==> src/rtl/matmul_pkg.sv <==
// Shared definitions for the 3x3 matrix-multiplier front end: element width,
// matrix dimension, counter widths, loader state encoding and flat-bus packing.
package matmul_pkg;

    localparam int unsigned DATA_W = 32;
    localparam int unsigned N      = 3;
    localparam int unsigned NE     = N * N;
    localparam int unsigned CNT_W  = $clog2(NE);
    localparam int unsigned RC_W   = (N > 1) ? $clog2(N) : 1;
    localparam int unsigned FLAT_W = NE * DATA_W;

    typedef enum logic [1:0] {
        LOAD_A = 2'd0,
        LOAD_B = 2'd1,
        HOLD   = 2'd2
    } state_t;

    // LSB position of element [i][j] inside a row-major flat matrix bus.
    function automatic int unsigned elem_lsb(input int unsigned i, input int unsigned j);
        return (i * N + j) * DATA_W;
    endfunction

endpackage

==> src/rtl/matmul_stream_loader_if.sv <==
// Stream-in / matrix-out signal bundle of the matrix loader.
// master: the environment (word source and matrix consumer); slave: the loader.
interface matmul_stream_loader_if;
    import matmul_pkg::*;

    logic [DATA_W-1:0] s_data;
    logic              s_valid;
    logic              s_last;
    logic              s_ready;
    logic [FLAT_W-1:0] a_flat;
    logic [FLAT_W-1:0] b_flat;
    logic              m_valid;
    logic              m_ready;
    logic              frame_err;

    modport master (
        output s_data, s_valid, s_last, m_ready,
        input  s_ready, a_flat, b_flat, m_valid, frame_err
    );

    modport slave (
        input  s_data, s_valid, s_last, m_ready,
        output s_ready, a_flat, b_flat, m_valid, frame_err
    );

endinterface

==> src/rtl/mat_elem_counter.sv <==
// Element position counter for one matrix: linear count with terminal flag,
// plus row/column tracked directly so no divider is needed. In column-major
// mode the fast-moving index is the row instead of the column.
module mat_elem_counter
    import matmul_pkg::*;
(
    input  logic            clk,
    input  logic            rst_n,
    input  logic            clr,
    input  logic            inc,
    input  logic            col_major,
    output logic [RC_W-1:0] row,
    output logic [RC_W-1:0] col,
    output logic            tc
);

    logic [CNT_W-1:0] cnt;
    logic [RC_W-1:0]  minor;
    logic [RC_W-1:0]  major;

    // Advance linear count and the minor/major position; saturates at the last element.
    always_ff @(posedge clk or negedge rst_n) begin
        if (!rst_n) begin
            cnt   <= '0;
            minor <= '0;
            major <= '0;
        end else if (clr) begin
            cnt   <= '0;
            minor <= '0;
            major <= '0;
        end else if (inc && !tc) begin
            cnt <= cnt + 1'b1;
            if (minor == RC_W'(N - 1)) begin
                minor <= '0;
                major <= major + 1'b1;
            end else begin
                minor <= minor + 1'b1;
            end
        end
    end

    assign tc  = (cnt == CNT_W'(NE - 1));
    assign row = col_major ? minor : major;
    assign col = col_major ? major : minor;

endmodule

==> src/rtl/matmul_stream_loader.sv <==
// Deserialises a word stream (A row-major, then B) into two element banks and
// presents both matrices as flat buses with a valid/ready handshake.
// Optional build macro LOADER_B_COLMAJOR_EN: B words arrive column-major;
// b_flat packing is unchanged either way.
module matmul_stream_loader
    import matmul_pkg::*;
(
    input  logic                  clk,
    input  logic                  rst_n,
    input  logic                  flush,
    matmul_stream_loader_if.slave bus
);

    state_t            state, state_n;
    logic              s_ready_q, m_valid_q, frame_err_q;
    logic              err_n, cnt_clr, cnt_inc, wr_a, wr_b;
    logic              xfer, col_major, tc;
    logic [RC_W-1:0]   row, col;
    logic [FLAT_W-1:0] a_q, b_q;

    assign xfer = bus.s_valid && s_ready_q;

`ifdef LOADER_B_COLMAJOR_EN
    assign col_major = (state == LOAD_B);
`else
    assign col_major = 1'b0;
`endif

    mat_elem_counter u_cnt (
        .clk       (clk),
        .rst_n     (rst_n),
        .clr       (cnt_clr),
        .inc       (cnt_inc),
        .col_major (col_major),
        .row       (row),
        .col       (col),
        .tc        (tc)
    );

    // Next-state, bank write enables and framing error; flush overrides everything.
    always_comb begin
        state_n = state;
        cnt_clr = 1'b0;
        cnt_inc = 1'b0;
        wr_a    = 1'b0;
        wr_b    = 1'b0;
        err_n   = 1'b0;
        if (flush) begin
            state_n = LOAD_A;
            cnt_clr = 1'b1;
        end else begin
            case (state)
                LOAD_A: begin
                    if (xfer) begin
                        if (bus.s_last) begin
                            err_n   = 1'b1;
                            cnt_clr = 1'b1;
                        end else begin
                            wr_a = 1'b1;
                            if (tc) begin
                                state_n = LOAD_B;
                                cnt_clr = 1'b1;
                            end else begin
                                cnt_inc = 1'b1;
                            end
                        end
                    end
                end
                LOAD_B: begin
                    if (xfer) begin
                        if (tc) begin
                            // Pair completes even if s_last is missing; only flag it.
                            wr_b    = 1'b1;
                            state_n = HOLD;
                            cnt_clr = 1'b1;
                            err_n   = !bus.s_last;
                        end else if (bus.s_last) begin
                            err_n   = 1'b1;
                            state_n = LOAD_A;
                            cnt_clr = 1'b1;
                        end else begin
                            wr_b    = 1'b1;
                            cnt_inc = 1'b1;
                        end
                    end
                end
                HOLD: begin
                    if (m_valid_q && bus.m_ready) begin
                        state_n = LOAD_A;
                    end
                end
                default: begin
                    state_n = LOAD_A;
                    cnt_clr = 1'b1;
                end
            endcase
        end
    end

    // State and registered handshake outputs; s_ready stays low through reset.
    always_ff @(posedge clk or negedge rst_n) begin
        if (!rst_n) begin
            state       <= LOAD_A;
            s_ready_q   <= 1'b0;
            m_valid_q   <= 1'b0;
            frame_err_q <= 1'b0;
        end else begin
            state       <= state_n;
            s_ready_q   <= (state_n != HOLD);
            m_valid_q   <= (state_n == HOLD);
            frame_err_q <= err_n;
        end
    end

    // Element banks: written only by accepted words, cleared only by reset.
    always_ff @(posedge clk or negedge rst_n) begin
        if (!rst_n) begin
            a_q <= '0;
            b_q <= '0;
        end else begin
            if (wr_a) a_q[elem_lsb(32'(row), 32'(col)) +: DATA_W] <= bus.s_data;
            if (wr_b) b_q[elem_lsb(32'(row), 32'(col)) +: DATA_W] <= bus.s_data;
        end
    end

    assign bus.s_ready   = s_ready_q;
    assign bus.m_valid   = m_valid_q;
    assign bus.frame_err = frame_err_q;
    assign bus.a_flat    = a_q;
    assign bus.b_flat    = b_q;

endmodule
==> src/flat_wrapper.sv <==
// flat-port wrapper written by rule: the top's interface ports become plain ports
module matmul_stream_loader_flat import matmul_pkg::*;
  (clk, rst_n, flush, bus_s_data, bus_s_valid, bus_s_last, bus_m_ready, bus_s_ready, bus_a_flat, bus_b_flat, bus_m_valid, bus_frame_err);
  matmul_stream_loader_if bus_i ();
  input  logic clk;
  input  logic rst_n;
  input  logic flush;
  input wire logic [$bits(bus_i.s_data)-1:0] bus_s_data;
  input wire logic [$bits(bus_i.s_valid)-1:0] bus_s_valid;
  input wire logic [$bits(bus_i.s_last)-1:0] bus_s_last;
  input wire logic [$bits(bus_i.m_ready)-1:0] bus_m_ready;
  output wire logic [$bits(bus_i.s_ready)-1:0] bus_s_ready;
  output wire logic [$bits(bus_i.a_flat)-1:0] bus_a_flat;
  output wire logic [$bits(bus_i.b_flat)-1:0] bus_b_flat;
  output wire logic [$bits(bus_i.m_valid)-1:0] bus_m_valid;
  output wire logic [$bits(bus_i.frame_err)-1:0] bus_frame_err;
  assign bus_i.s_data = bus_s_data;
  assign bus_i.s_valid = bus_s_valid;
  assign bus_i.s_last = bus_s_last;
  assign bus_i.m_ready = bus_m_ready;
  assign bus_s_ready = bus_i.s_ready;
  assign bus_a_flat = bus_i.a_flat;
  assign bus_b_flat = bus_i.b_flat;
  assign bus_m_valid = bus_i.m_valid;
  assign bus_frame_err = bus_i.frame_err;
  matmul_stream_loader u_core (.clk(clk), .rst_n(rst_n), .flush(flush), .bus(bus_i));
endmodule
==> config.mk <==
export PLATFORM = sky130hd
export DESIGN_NAME = matmul_stream_loader_flat
export DESIGN_NICKNAME = d
export VERILOG_FILES = /design/src/rtl/matmul_pkg.sv /design/src/rtl/matmul_stream_loader_if.sv /design/src/rtl/mat_elem_counter.sv /design/src/rtl/matmul_stream_loader.sv /design/src/flat_wrapper.sv
export SDC_FILE = /design/constraint.sdc
export NUM_CORES = 1
export LEC_CHECK = 0
export BUFFER_PORTS_ARGS = -buffer_cell sky130_fd_sc_hd__clkbuf_2
export CORE_AREA = 8 8 237 239
export CTS_CLUSTER_DIAMETER = 80
export DETAILED_ROUTE_END_ITERATION = 16
export DIE_AREA = 0 0 245 247
export GPL_TIMING_DRIVEN = 0
export HOLD_SLACK_MARGIN = 0.08
export PLACE_DENSITY = 0.7
export SETUP_SLACK_MARGIN = 0.15
export SLEW_MARGIN = 25
export SYNTH_ARGS = -nofsm -noshare
export SYNTH_HDL_FRONTEND = slang
export SYNTH_SLANG_ARGS = --single-unit
==> constraint.sdc <==
create_clock -name clk -period 3.5 [get_ports clk]
set_input_delay 0.175 -clock clk [delete_from_list [all_inputs] [get_ports clk]]
set_output_delay 0.175 -clock clk [all_outputs]
set_load 0.03 [all_outputs]
==> results.cfg <==
[timing]
period_minus_slack_ns = 3.55
max_clock_freq_mhz = 282
whs_ns = 0.176
final_min_period_over_clock_period_pct = 101
worst_slew_pin_slew_ns = 0.772
worst_clock_skew_ns = 0.0277
worst_setup_slack_after_layout_ns = -0.0462
grt_setup_unrepaired = yes
relSlewSlack_pct = 48.5
hold_violations = 0
maxSlewViolCount = 0
timing.final.setup_violations = 152

[floorplanning]
boundaryPins = 617
fp.dieArea_sq_um = 60500
placeableCoreArea_sq_um = 52200
die-width_um = 245
standard_cell_row_count = 84
die_h_um = 247
initial_utilization_pct = 43.8

[drt]
wl_per_cell_um = 25.8
total_iterations_of_the_first_detailed_routing_run = 4
route.detailed.vias_per_inst = 5.14
ant_nets = 0
finalWirelength_um = 76000
drcViolationCount = 0
dr.first_iter.drc_count = 666
routed-via-count = 15100

[cells_and_area]
layout-area-overhead-vs-synth_pct = 41.2
finalNetCount = 2254
finalNonFillerCells = 2942
final_design_area_excluding_fillers_sq_um = 32300
post_route_cells_drive_above_1_share_pct = 65.5
insertedDiodeCount = 0

[place]
hpwl_um = 52000
dp_slack_ns = -1.30
io_buffer_count = 616
routabilityCongestion = 0.827
post_dp_cell_area_sq_um = 27300
placed_cells = 2711

[pwr]
sequentialPowerShare_pct = 47.3
cellPowerDensity_nw_per_um2 = 461
p_clk_share_pct = 45.1
irDropWorstVdd_v = 0.000376
netSwitchingPower_mw = 3.58
fraction_of_power_spent_switching_nets_pct = 24.1
power.leakage_nw = 17.3
combinationalPowerShare_pct = 7.6
cellInternalPower_mw = 11.3
totalPowerFinal_mw = 14.9

[setup_path]
endpoint_kind = flop
worst_ep_required_time_ns = 3.98
timing.critical_path.arrival_ns = 4.03
timing.reg2reg.setup_slack_ns = -0.05
timing.critical_path.fanout_max = 10
rr_endpoint = u_core.bus.b_flat[63]$_DFFE_PN0P_
standard_cell_with_the_maximum_stage_delay_on_the_critical_path = sky130_fd_sc_hd__or4_4
critical-path-max-stage-delay_ns = 0.57
timing.reg2reg.worst_path_depth = 13
worstPathCellList = inv_2 -> fa_1 -> inv_1 -> ha_2 -> inv_2 -> fa_2 -> and2_4 -> ha_4 -> or4_4 -> nor2_4 -> buf_12 -> buf_12 -> mux2_2
setup.worst_path.start_class = flop
path_class = reg2reg
r2r_path_start = u_core.u_cnt.major[0]$_DFFE_PN0P_

[run_status]
status = complete, but fails checks
failed_checks = negative setup slack

[cts]
path_clk_slew_ns = 0.06
clock_latency_on_the_worst_skew_pair_ns = 0.62
tritoncts.num_buffers = 60
cts_num_sinks = 589
clock_tree.buffer_depth = 3
cts.htree.levels = 2
cts_tree = yes
clockRootBuffer = sky130_fd_sc_hd__clkbuf_16

[global_route]
grt_util_all_layers_pct = 23.3
initial_antenna_violation_count = 1
grt_overflow = 0
grt_pass1_wl_um = 108000
grt_max_degree = 92
number_of_global_route_vias_before_repair = 16500

[synthesis]
post_synthesis_net_count = 1449
yosys-top-cells-area = sky130_fd_sc_hd__dfrtp_1, sky130_fd_sc_hd__mux2_2, sky130_fd_sc_hd__mux2_4
post_synth_xor_area_fraction_pct = 0.0766
synth_mux_area_share_pct = 29.4
synthesized_area_divided_by_synthesized_cell_count_sq_um = 16.3
netlist_area_sq_um = 22900
synth-edff-count = 0
synth-warning-count = 0
post_synth_num_cell_types = 42
synth.top_cells.by_count = sky130_fd_sc_hd__dfrtp_1, sky130_fd_sc_hd__mux2_2, sky130_fd_sc_hd__mux2_4
synth-simple-area-share_pct = 2.42
adder_cell_area_share_of_the_yosys_netlist_pct = 0.667
asyncSetResetFlopFracSynth_pct = 100
post_synth_inst_count = 1400
yosysMostFrequentCell = sky130_fd_sc_hd__dfrtp_1
top_area_cell_type_share_of_the_netlist_area_pct = 64.4
synth_compound_gate_area_share_pct = 0.541
synth-seq-area-share_pct = 64.4
synth.ff_latch_count = 589
synth_largest_area_cell = sky130_fd_sc_hd__dfrtp_1
synth_top_family_by_area = multiplexers
synth-main-ff-cell = sky130_fd_sc_hd__dfrtp_1

[run]
timing.max_cap.violations = 0

[min_path]
worstHoldPathType = in2async
[layout make-up]
cell class / instances / area (sq um)
Timing Repair Buffer: 743 / 4920
Inverter: 12 / 45.0
Clock buffer: 90 / 1810
Tap cell: 688 / 861
Fill cell: 3897 / 19900
Buffer: 94 / 1090
Multi-Input combinational cell: 705 / 8550
Clock inverter: 21 / 297
Sequential cell: 589 / 14700
[per-stage QoR]
step | util [%] | TNS [ns]
finish | 61.9 | -2.51
global route | 61.9 | -32.60
CTS | 59.5 | 0
detailed placement | 52.3 | -474.74
global placement | 51.9 | -6794.74
floorplan | - | 0
[worst max-delay path by stage]
stage,slack (ns),start,end
3_5_place_dp,-1.30,u_core.u_cnt.major[0]$_DFFE_PN0P_,u_core.bus.b_flat[223]$_DFFE_PN0P_
2_1_floorplan,0.03,u_core.u_cnt.major[0]$_DFFE_PN0P_,u_core.bus.a_flat[162]$_DFFE_PN0P_
5_1_grt,-0.13,u_core.u_cnt.major[0]$_DFFE_PN0P_,u_core.bus.b_flat[58]$_DFFE_PN0P_
6_report,-0.05,u_core.u_cnt.major[0]$_DFFE_PN0P_,u_core.bus.b_flat[63]$_DFFE_PN0P_
4_1_cts,0.02,u_core.u_cnt.major[0]$_DFFE_PN0P_,u_core.bus.a_flat[236]$_DFFE_PN0P_
3_3_place_gp,-10.84,rst_n,u_core.bus.b_flat[122]$_DFFE_PN0P_
[logic make-up (layout without fill, tap and decap cells)]
kind of cell / count (synthesis) / in the layout
fa+ha+maj: 11 / 11
mux: 578 / 578
flops: 589 / 589
compound gates: 17 / 17
xor+xnor: 2 / 2
simple gates: 97 / 97
buf+inv: 106 / 960
[state kept, by name, indices dropped and copies added, names as in the netlist]
register / flops
u_core.bus.a_flat: 288
u_core.bus.b_flat: 288
u_core.u_cnt.cnt: 4
u_core.state: 2
u_core.u_cnt.major: 2
u_core.u_cnt.minor: 2
u_core.bus.frame_err: 1
u_core.bus.m_valid: 1
u_core.bus.s_ready: 1
[worst max-delay path, delay by kind of cell, from the launching register on]
kind	cells	cell delay [ns]
simple gates	3	0.93
buf+inv	5	0.44
flops	1	0.37
mux	1	0.33
fa+ha+maj	4	1.34
[per-layer routing]
metal  routed length, um  track usage (%)  share of wire, %
met5                   0                0                 0
met4                3160             9.97               4.2
met3                5660             6.33               7.4
met2               37200             39.2                49
met1               29900             28.2                39
[layout by cell type, fill, tap and decap left out, types with 15 or more instances in the layout]
master	count
sky130_fd_sc_hd__dlygate4sd3_1	40
sky130_fd_sc_hd__buf_4	32
sky130_fd_sc_hd__clkbuf_2	615
sky130_fd_sc_hd__clkbuf_16	77
sky130_fd_sc_hd__nor2_4	15
sky130_fd_sc_hd__clkbuf_1	44
sky130_fd_sc_hd__buf_6	29
sky130_fd_sc_hd__buf_12	42
sky130_fd_sc_hd__mux2_2	312
sky130_fd_sc_hd__mux2_4	262
sky130_fd_sc_hd__clkbuf_8	22
sky130_fd_sc_hd__dfrtp_1	589
sky130_fd_sc_hd__and2_1	32
[power groups by stage]
stage | logic (mW) | registers (mW) | clock network [mW]
global placement | 1.02 | 7.18 | 0
finish | 1.13 | 7.05 | 6.72
global route | 1.20 | 7.06 | 7.13
CTS | 1.12 | 7.05 | 6.84
floorplan | 0.235 | 7.46 | 0
detailed placement | 1.07 | 7.17 | 0
[timing repair]
action,4_1_cts,5_1_grt
gates resized for setup,147,195
buffers inserted,53,4
pin swaps,19,7
hold buffers,41,0
setup endpoints to repair,576,574
endpoints found under the hold margin,412,0
cloned,5,17
Note: power is estimated with default switching activity, not from simulation.
